## src/rtl/csr_wport_arbiter.sv

```systemverilog
`default_nettype none
// ============================================================================
// Module   : csr_wport_arbiter
// Purpose  : Shares the single CSR-file write port between three requesters:
//            the trap/interrupt sequencer (multi-beat atomic bursts), EXU CSR
//            instruction writeback, and the counter updater. Traps have fixed
//            priority and their bursts are locked. EXU and counter share
//            round-robin. A counter that is starved for MAX_WAIT cycles is
//            boosted above an unlocked trap. The write port is registered,
//            giving one cycle of latency.
// Revision : 1.0 - initial release
// ----------------------------------------------------------------------------
// Ports:
//   clk, rst_n        clock, synchronous active-low reset
//   i_trap_*          trap-sequencer request (valid/last/addr/data), o_trap_ready
//   i_exu_*           EXU CSR writeback request (valid/addr/data), o_exu_ready
//   i_cnt_*           counter-update request (valid/addr/data), o_cnt_ready
//   o_csr_wen/waddr/wdata  registered write port to the CSR file
//   o_grant           registered one-hot {cnt, exu, trap} of the source written
//   o_busy            stall indication: burst lock or any request left waiting
// ============================================================================
module csr_wport_arbiter #(
   parameter int ADDR_W   = 12,
   parameter int DATA_W   = 64,
   parameter int MAX_WAIT = 8
) (
   input  logic              clk,
   input  logic              rst_n,

   input  logic              i_trap_valid,
   input  logic              i_trap_last,
   input  logic [ADDR_W-1:0] i_trap_addr,
   input  logic [DATA_W-1:0] i_trap_data,
   output logic              o_trap_ready,

   input  logic              i_exu_valid,
   input  logic [ADDR_W-1:0] i_exu_addr,
   input  logic [DATA_W-1:0] i_exu_data,
   output logic              o_exu_ready,

   input  logic              i_cnt_valid,
   input  logic [ADDR_W-1:0] i_cnt_addr,
   input  logic [DATA_W-1:0] i_cnt_data,
   output logic              o_cnt_ready,

   output logic              o_csr_wen,
   output logic [ADDR_W-1:0] o_csr_waddr,
   output logic [DATA_W-1:0] o_csr_wdata,
   output logic [2:0]        o_grant,
   output logic              o_busy
);

   // Saturation value of the starvation counter, sized to the counter.
   localparam logic [7:0] MAX_WAIT_C = 8'(MAX_WAIT);

   // Bit positions within the one-hot grant vector.
   localparam int GNT_TRAP = 0;
   localparam int GNT_EXU  = 1;
   localparam int GNT_CNT  = 2;

   // -------------------------------------------------------------------------
   // Arbitration state
   // -------------------------------------------------------------------------
   logic       lock;      // trap burst in progress; only trap may be served
   logic       rr_ptr;    // 0: exu preferred, 1: cnt preferred
   logic [7:0] wait_cnt;  // consecutive cycles the counter has been denied

   logic       boost;
   logic [2:0] gnt;       // combinational one-hot grant for this cycle
   logic       trap_xfer;
   logic       exu_xfer;
   logic       cnt_xfer;
   logic       any_xfer;

   logic [ADDR_W-1:0] sel_addr;
   logic [DATA_W-1:0] sel_data;

   assign boost = (wait_cnt == MAX_WAIT_C);

   // -------------------------------------------------------------------------
   // Grant selection. Ready is derived only from valids and registered state,
   // so no requester's ready can feed back into itself.
   // -------------------------------------------------------------------------
   always_comb begin
      gnt = 3'b000;
      if (!rst_n) begin
         gnt = 3'b000;
      end else if (lock) begin
         // A locked burst is atomic: even a boosted counter waits, and a gap
         // in the burst produces no grant at all.
         gnt[GNT_TRAP] = i_trap_valid;
      end else if (boost && i_cnt_valid) begin
         gnt[GNT_CNT] = 1'b1;
      end else if (i_trap_valid) begin
         gnt[GNT_TRAP] = 1'b1;
      end else if (i_exu_valid && i_cnt_valid) begin
         if (rr_ptr) begin
            gnt[GNT_CNT] = 1'b1;
         end else begin
            gnt[GNT_EXU] = 1'b1;
         end
      end else if (i_exu_valid) begin
         gnt[GNT_EXU] = 1'b1;
      end else if (i_cnt_valid) begin
         gnt[GNT_CNT] = 1'b1;
      end
   end

   assign o_trap_ready = gnt[GNT_TRAP];
   assign o_exu_ready  = gnt[GNT_EXU];
   assign o_cnt_ready  = gnt[GNT_CNT];

   // Grants are only ever raised for a valid source, so grant == transfer.
   assign trap_xfer = gnt[GNT_TRAP];
   assign exu_xfer  = gnt[GNT_EXU];
   assign cnt_xfer  = gnt[GNT_CNT];
   assign any_xfer  = trap_xfer | exu_xfer | cnt_xfer;

   // -------------------------------------------------------------------------
   // Stall output. Held low in reset because all readies are forced low
   // there and the stall must not be reported against a dead arbiter.
   // -------------------------------------------------------------------------
   always_comb begin
      o_busy = 1'b0;
      if (rst_n) begin
         o_busy = lock
                | (i_trap_valid & ~o_trap_ready)
                | (i_exu_valid  & ~o_exu_ready)
                | (i_cnt_valid  & ~o_cnt_ready);
      end
   end

   // -------------------------------------------------------------------------
   // Write-data mux. Zero when nothing transfers so the registered port reads
   // all-zero on idle cycles.
   // -------------------------------------------------------------------------
   always_comb begin
      sel_addr = '0;
      sel_data = '0;
      unique case (1'b1)
         trap_xfer: begin
            sel_addr = i_trap_addr;
            sel_data = i_trap_data;
         end
         exu_xfer: begin
            sel_addr = i_exu_addr;
            sel_data = i_exu_data;
         end
         cnt_xfer: begin
            sel_addr = i_cnt_addr;
            sel_data = i_cnt_data;
         end
         default: begin
            sel_addr = '0;
            sel_data = '0;
         end
      endcase
   end

   // -------------------------------------------------------------------------
   // State update
   // -------------------------------------------------------------------------
   always_ff @(posedge clk) begin
      if (!rst_n) begin
         // Dropping the lock here means an interrupted burst is abandoned;
         // the trap sequencer restarts it from its first beat.
         lock     <= 1'b0;
         rr_ptr   <= 1'b0;
         wait_cnt <= 8'd0;
      end else begin
         if (trap_xfer) begin
            lock <= ~i_trap_last;
         end

         if (exu_xfer) begin
            rr_ptr <= 1'b1;
         end else if (cnt_xfer) begin
            rr_ptr <= 1'b0;
         end

         // Counts consecutive denials only; any gap in the counter request
         // or any counter transfer starts the count afresh.
         if (i_cnt_valid && !cnt_xfer) begin
            if (wait_cnt != MAX_WAIT_C) begin
               wait_cnt <= wait_cnt + 8'd1;
            end
         end else begin
            wait_cnt <= 8'd0;
         end
      end
   end

   // -------------------------------------------------------------------------
   // Registered write port
   // -------------------------------------------------------------------------
   always_ff @(posedge clk) begin
      if (!rst_n) begin
         o_csr_wen   <= 1'b0;
         o_csr_waddr <= '0;
         o_csr_wdata <= '0;
         o_grant     <= 3'b000;
      end else begin
         o_csr_wen   <= any_xfer;
         o_csr_waddr <= sel_addr;
         o_csr_wdata <= sel_data;
         o_grant     <= gnt;
      end
   end

endmodule
`default_nettype wire

```

## config.mk

```make
export PLATFORM = sky130hd
export DESIGN_NAME = csr_wport_arbiter
export DESIGN_NICKNAME = d
export VERILOG_FILES = /design/src/rtl/csr_wport_arbiter.sv
export SDC_FILE = /design/constraint.sdc
export NUM_CORES = 1
export LEC_CHECK = 0
export BUFFER_PORTS_ARGS = -buffer_cell sky130_fd_sc_hd__buf_2
export CAP_MARGIN = 20
export CORE_AREA = 5 5 120 122
export CTS_BUF_LIST = sky130_fd_sc_hd__clkbuf_4
export DETAILED_ROUTE_END_ITERATION = 6
export DIE_AREA = 0 0 125 127
export GPL_TIMING_DRIVEN = 1
export PLACE_DENSITY = 0.73
export REMOVE_ABC_BUFFERS = 1
export SETUP_SLACK_MARGIN = 0.05
export SYNTH_ARGS = -nofsm -noshare
export SYNTH_HDL_FRONTEND = slang
export SYNTH_SLANG_ARGS = --single-unit
```

## constraint.sdc

```tcl
create_clock -name clk -period 1.92 [get_ports clk]
set_input_delay 0.192 -clock clk [delete_from_list [all_inputs] [get_ports clk]]
set_output_delay 0.192 -clock clk [all_outputs]
set_load 0.05 [all_outputs]
```

==> results_dict.tcl, run 1 <==
set metrics [dict create \
    ys_ff_latch 90 \
    ys_types 35 \
    gp_congestion 0.851 \
    rows 42 \
    synth_warnings 0 \
    post_cts_resized 39 \
    die_w_um 125 \
    io_buffers 317 \
    error "[ERROR RSZ-0060] Max buffer count reached." \
    cts_inserted_buffers 9 \
    netlist_area_um2 3590 \
    dp_slack_ns 0.0647 \
    cts_max_level 3 \
    cts_root_buffer "clkbuf_4" \
    start_util_pct 27.4 \
    cts_max_path_buffers 2 \
    yosysSeqAreaShare_pct 50.2 \
    postCtsSetupBuffers 10 \
    synth.avg_cell_area_um2 10.8 \
    status "stopped before the end" \
    cts_sinks 90 \
    stop_stage "clock tree synthesis (4_1_cts)" \
    io_pins 318 \
    netlist_instances 332 \
    cts_hold_buf 169 \
    dp.cells 809 \
    chipHeight_um 127 \
    dpl.hpwl_mm 11.1 \
]
==> kinds of logic after synthesis <==
family,share of synthesized area [%]
adder cells (fa/ha/maj),0.977
buffers and inverters,4.15
multiplexers,0.279
flip-flops,50.2
AO/OA/AOI/OAI,23.8
XOR/XNOR,1.71
AND/OR/NAND/NOR,18.9
==> stage by stage <==
step	cell area, um2	hold slack [ns]
2_1_floorplan	3450	0.306
3_3_place_gp	5440	0.414
3_5_place_dp	5440	0.417
==> synthesized netlist by cell type <==
cell type | count | share of area (%)
clkbuf_2 | 1 | 0.14
buf_4 | 2 | 0.42
clkbuf_1 | 12 | 1.3
xor2_1 | 5 | 1.2
a221o_1 | 76 | 21
o22ai_1 | 1 | 0.17
ha_1 | 2 | 0.70
and3_1 | 2 | 0.35
nand3b_1 | 1 | 0.21
maj3_1 | 1 | 0.28
nand3_1 | 8 | 1.1
o21a_1 | 1 | 0.21
nor3b_1 | 2 | 0.42
or3_1 | 1 | 0.17
nor2_1 | 8 | 0.84
a31oi_2 | 1 | 0.35
xnor2_1 | 2 | 0.49
a211oi_1 | 1 | 0.21
a31oi_1 | 1 | 0.17
o32a_1 | 1 | 0.28
o32ai_1 | 1 | 0.24
a21oi_1 | 3 | 0.42
buf_2 | 10 | 1.4
nor4b_4 | 1 | 0.66
mux2i_1 | 1 | 0.28
buf_6 | 2 | 0.63
and4bb_2 | 1 | 0.35
inv_1 | 3 | 0.31
nand2b_1 | 1 | 0.17
and2_0 | 10 | 1.7
and2_1 | 67 | 12
o2111ai_1 | 1 | 0.24
nand2_1 | 11 | 1.2
dfxtp_1 | 90 | 50
a21oi_2 | 1 | 0.24
==> run 2, diff against run 1 <==
==> config.mk (replaced) <==
export PLATFORM = sky130hd
export DESIGN_NAME = csr_wport_arbiter
export DESIGN_NICKNAME = d
export VERILOG_FILES = /design/src/rtl/csr_wport_arbiter.sv
export SDC_FILE = /design/constraint.sdc
export NUM_CORES = 1
export LEC_CHECK = 0
export BUFFER_PORTS_ARGS = -buffer_cell sky130_fd_sc_hd__buf_2
export CAP_MARGIN = 20
export CORE_AREA = 5 5 119 121
export DETAILED_ROUTE_END_ITERATION = 6
export DIE_AREA = 0 0 124 126
export GPL_TIMING_DRIVEN = 1
export PLACE_DENSITY_LB_ADDON = 0.15
export REMOVE_ABC_BUFFERS = 1
export SYNTH_ARGS = -nofsm -noshare
export SYNTH_HDL_FRONTEND = slang
export SYNTH_SLANG_ARGS = --single-unit
==> constraint.sdc (replaced) <==
create_clock -name clk -period 2.5 [get_ports clk]
set_input_delay 0.25 -clock clk [delete_from_list [all_inputs] [get_ports clk]]
set_output_delay 0.25 -clock clk [all_outputs]
set_load 0.05 [all_outputs]
==> run 2 against run 1 <==
The flow now finishes without violations. Area after synthesis unchanged. Synthesized cell count unchanged.
==> results_dict.tcl, run 2 <==
set metrics [dict create \
    cts.reportedPaths.clkPinSlew_ns 0.07 \
    setup_viol 0 \
    cp-startpoint "wait_cnt[0]" \
    startpoint_type "register" \
    cpPeakStageDelay_ns 0.47 \
    rsz0062_at_grt "no" \
    dp_slack_ns 0.335 \
    grt_max_degree 49 \
    leakagePower_nw 2.89 \
    gp_congestion 0.801 \
    dpl.hpwl_mm 11.2 \
    regMostFlops "o_csr_wdata" \
    finalSetupTns_ns 0 \
    design.die.area_um2 15600 \
    post_cts_resized 0 \
    grt_pass1_vias 3870 \
    grt_pass1_wl_mm 20.4 \
    critPathCaptureType "primary output" \
    yosysSeqAreaShare_pct 50.2 \
    synth_flop_cell "dfxtp_1" \
    final-seq-area_um2 1800 \
    critPathTopFamily "compound AO/OA/AOI/OAI gates" \
    nets 877 \
    drtPass1Iterations 4 \
    fin_ws_ns 0.201 \
    drive_gt1_share_pct 53.6 \
    fmax_mhz 435 \
    io_buffers 317 \
    clk_latency_ns 0.34 \
    multiInputGateArea_um2 1660 \
    synth.avg_cell_area_um2 10.8 \
    min_period_over_period_pct 92.0 \
    status "finished, final reports clean" \
    r2r_start "wait_cnt[0]" \
    postCtsSetupBuffers 0 \
    reg2reg_slack_ns 0.36 \
    cts_inserted_buffers 9 \
    post-route-util_pct 43.4 \
    grt_usage_pct 17.2 \
    wirelength_mm 13.9 \
    core_um2 13000 \
    largest_reg_flops 64 \
    maxCapViolCount 0 \
    final_cell_mix "buf_2, dfxtp_1, a221o_1, and2_1, nand2_1" \
    r2r_cells 7 \
    syn2layout_area_growth_pct 57.2 \
    ys_ff_latch 90 \
    detail-route-antenna-nets 0 \
    cp-endpoint "o_trap_ready" \
    cts_sinks 90 \
    final_common_cell "buf_2" \
    ys_types 35 \
    cts_hold_buf 0 \
    rows 42 \
    critPathMaxFanout 22 \
    holdPathStages 2 \
    io_pins 318 \
    chipHeight_um 126 \
    synth_warnings 0 \
    synth_largest_area_cell "dfxtp_1" \
    relSlewSlack_pct 65.0 \
    nFillCells 1359 \
    power_mw 3.78 \
    hold_viol 0 \
    synth_most_common_cell "dfxtp_1" \
    slew_viol_final 0 \
    crit_chain "inv_1, ha_1, nor4b_4, a31oi_4, buf_2" \
    worst_pin_slew_ns 0.525 \
    cp_data_arrival_time_ns 2.05 \
    gr-total-overflow 0 \
    synth_top_area_share_pct 50.2 \
    cts_max_path_buffers 2 \
    netlist_area_um2 3590 \
    regToRegEndpoint "o_csr_wdata[55]" \
    hp-class "in2reg" \
    critPathKind "reg2out" \
    drc 0 \
    cellPowerDensity_nw_per_um2 670 \
    cts_root_buffer "clkbuf_16" \
    start_util_pct 27.6 \
    antenna_found_initial 1 \
    skew_ns 0.00588 \
    critical_path.slowest_cell "a31oi_4" \
    vdd_drop_max_mv 0.265 \
    ys_async_sr_fraction_pct 0 \
    synth.area.top_cells "dfxtp_1, a221o_1, and2_1" \
    cts_tree "done" \
    netlist_instances 332 \
    post_drt_wl_per_cell_um 16.9 \
    cp_num_buf_inv 2 \
    crit_required_ns 2.25 \
    netlist_top_cells_count "dfxtp_1, a221o_1, and2_1, clkbuf_1, nand2_1" \
    via_per_inst 4.61 \
    cts_max_level 3 \
    fin_crit_ns 2.30 \
    die_w_um 124 \
    synth-edff-count 0 \
    drt_iter0_drc 194 \
    reg_top3 "o_csr_wdata (64), o_csr_waddr (12), wait_cnt (8)" \
    path_depth 5 \
    num_vias 3793 \
]
==> run 2: cell counts after synthesis <==
No cell type changed its count.
==> run 2: worst register-to-register path, delay by kind of cell, from the launching register on <==
family	cells	cell delay [ns]
adders and majority gates	1	0.14
buffers and inverters	2	0.34
and+or+nand+nor	3	0.75
AOI/OAI and AO/OA	1	0.44
DFF	1	0.37
==> run 2: stage by stage <==
stage | cells | hold slack (ns) | area [um2]
4_1_cts | 822 | 0.113 | 5630
3_3_place_gp | 806 | 0.472 | 5340
5_1_grt | 823 | 0.110 | 5640
2_1_floorplan | 305 | 0.364 | 3450
3_5_place_dp | 806 | 0.472 | 5340
6_report | 823 | 0.128 | 5640
==> run 2: cell type report <==
cell class / instances / area share, %
Multi-Input combinational cell: 212 / 29.4
Sequential cell: 90 / 32.0
Clock buffer: 9 / 4.00
Timing Repair Buffer: 325 / 29.2
Tap cell: 176 / 3.91
Antenna cell: 1 / 0.0444
Clock inverter: 7 / 1.22
Inverter: 3 / 0.200
==> run 2: cell families (layout without fill, tap and decap cells) <==
kind of cell	Yosys count	in the layout	synth area share [%]
AO/OA/AOI/OAI	88	88	23.8
XOR/XNOR	7	7	1.71
adder cells (fa/ha/maj)	3	3	0.977
buffers and inverters	30	344	4.15
flip-flops	90	90	50.2
multiplexers	1	1	0.279
other	0	1	0
AND/OR/NAND/NOR	113	113	18.9
==> run 2: how the worst min path moves through the flow <==
| stage | start | end | slack (ns) |
|---|---|---|---|
| after floorplan | rst_n | lock | 0.36 |
| after detailed placement | rr_ptr | rr_ptr | 0.47 |
| after CTS | i_exu_data[60] | o_csr_wdata[60] | 0.11 |
| after global routing | i_cnt_data[20] | o_csr_wdata[20] | 0.11 |
| after global placement | i_exu_data[55] | o_csr_wdata[55] | 0.47 |
| final | i_exu_data[8] | o_csr_wdata[8] | 0.13 |
==> run 2: routing by layer <==
metal  share of wire [%]  global-route usage, %  wire length [um]  up-vias
met1                  38                   19.2              5230     1755
met5                   0                      0                 0        -
met4                 1.7                   6.64               243        0
met2                  53                   30.4              7410      155
li1                    -                      -                 -     1868
met3                 7.3                   4.89              1020       15
==> run 2: report_power, final <==
group,total (mW),switching (mW),internal [mW]
Clock,1.36,0.583,0.773
Sequential,1.56,0.0284,1.53
Combinational,0.858,0.553,0.304
Power figures use the tool's default switching activity.
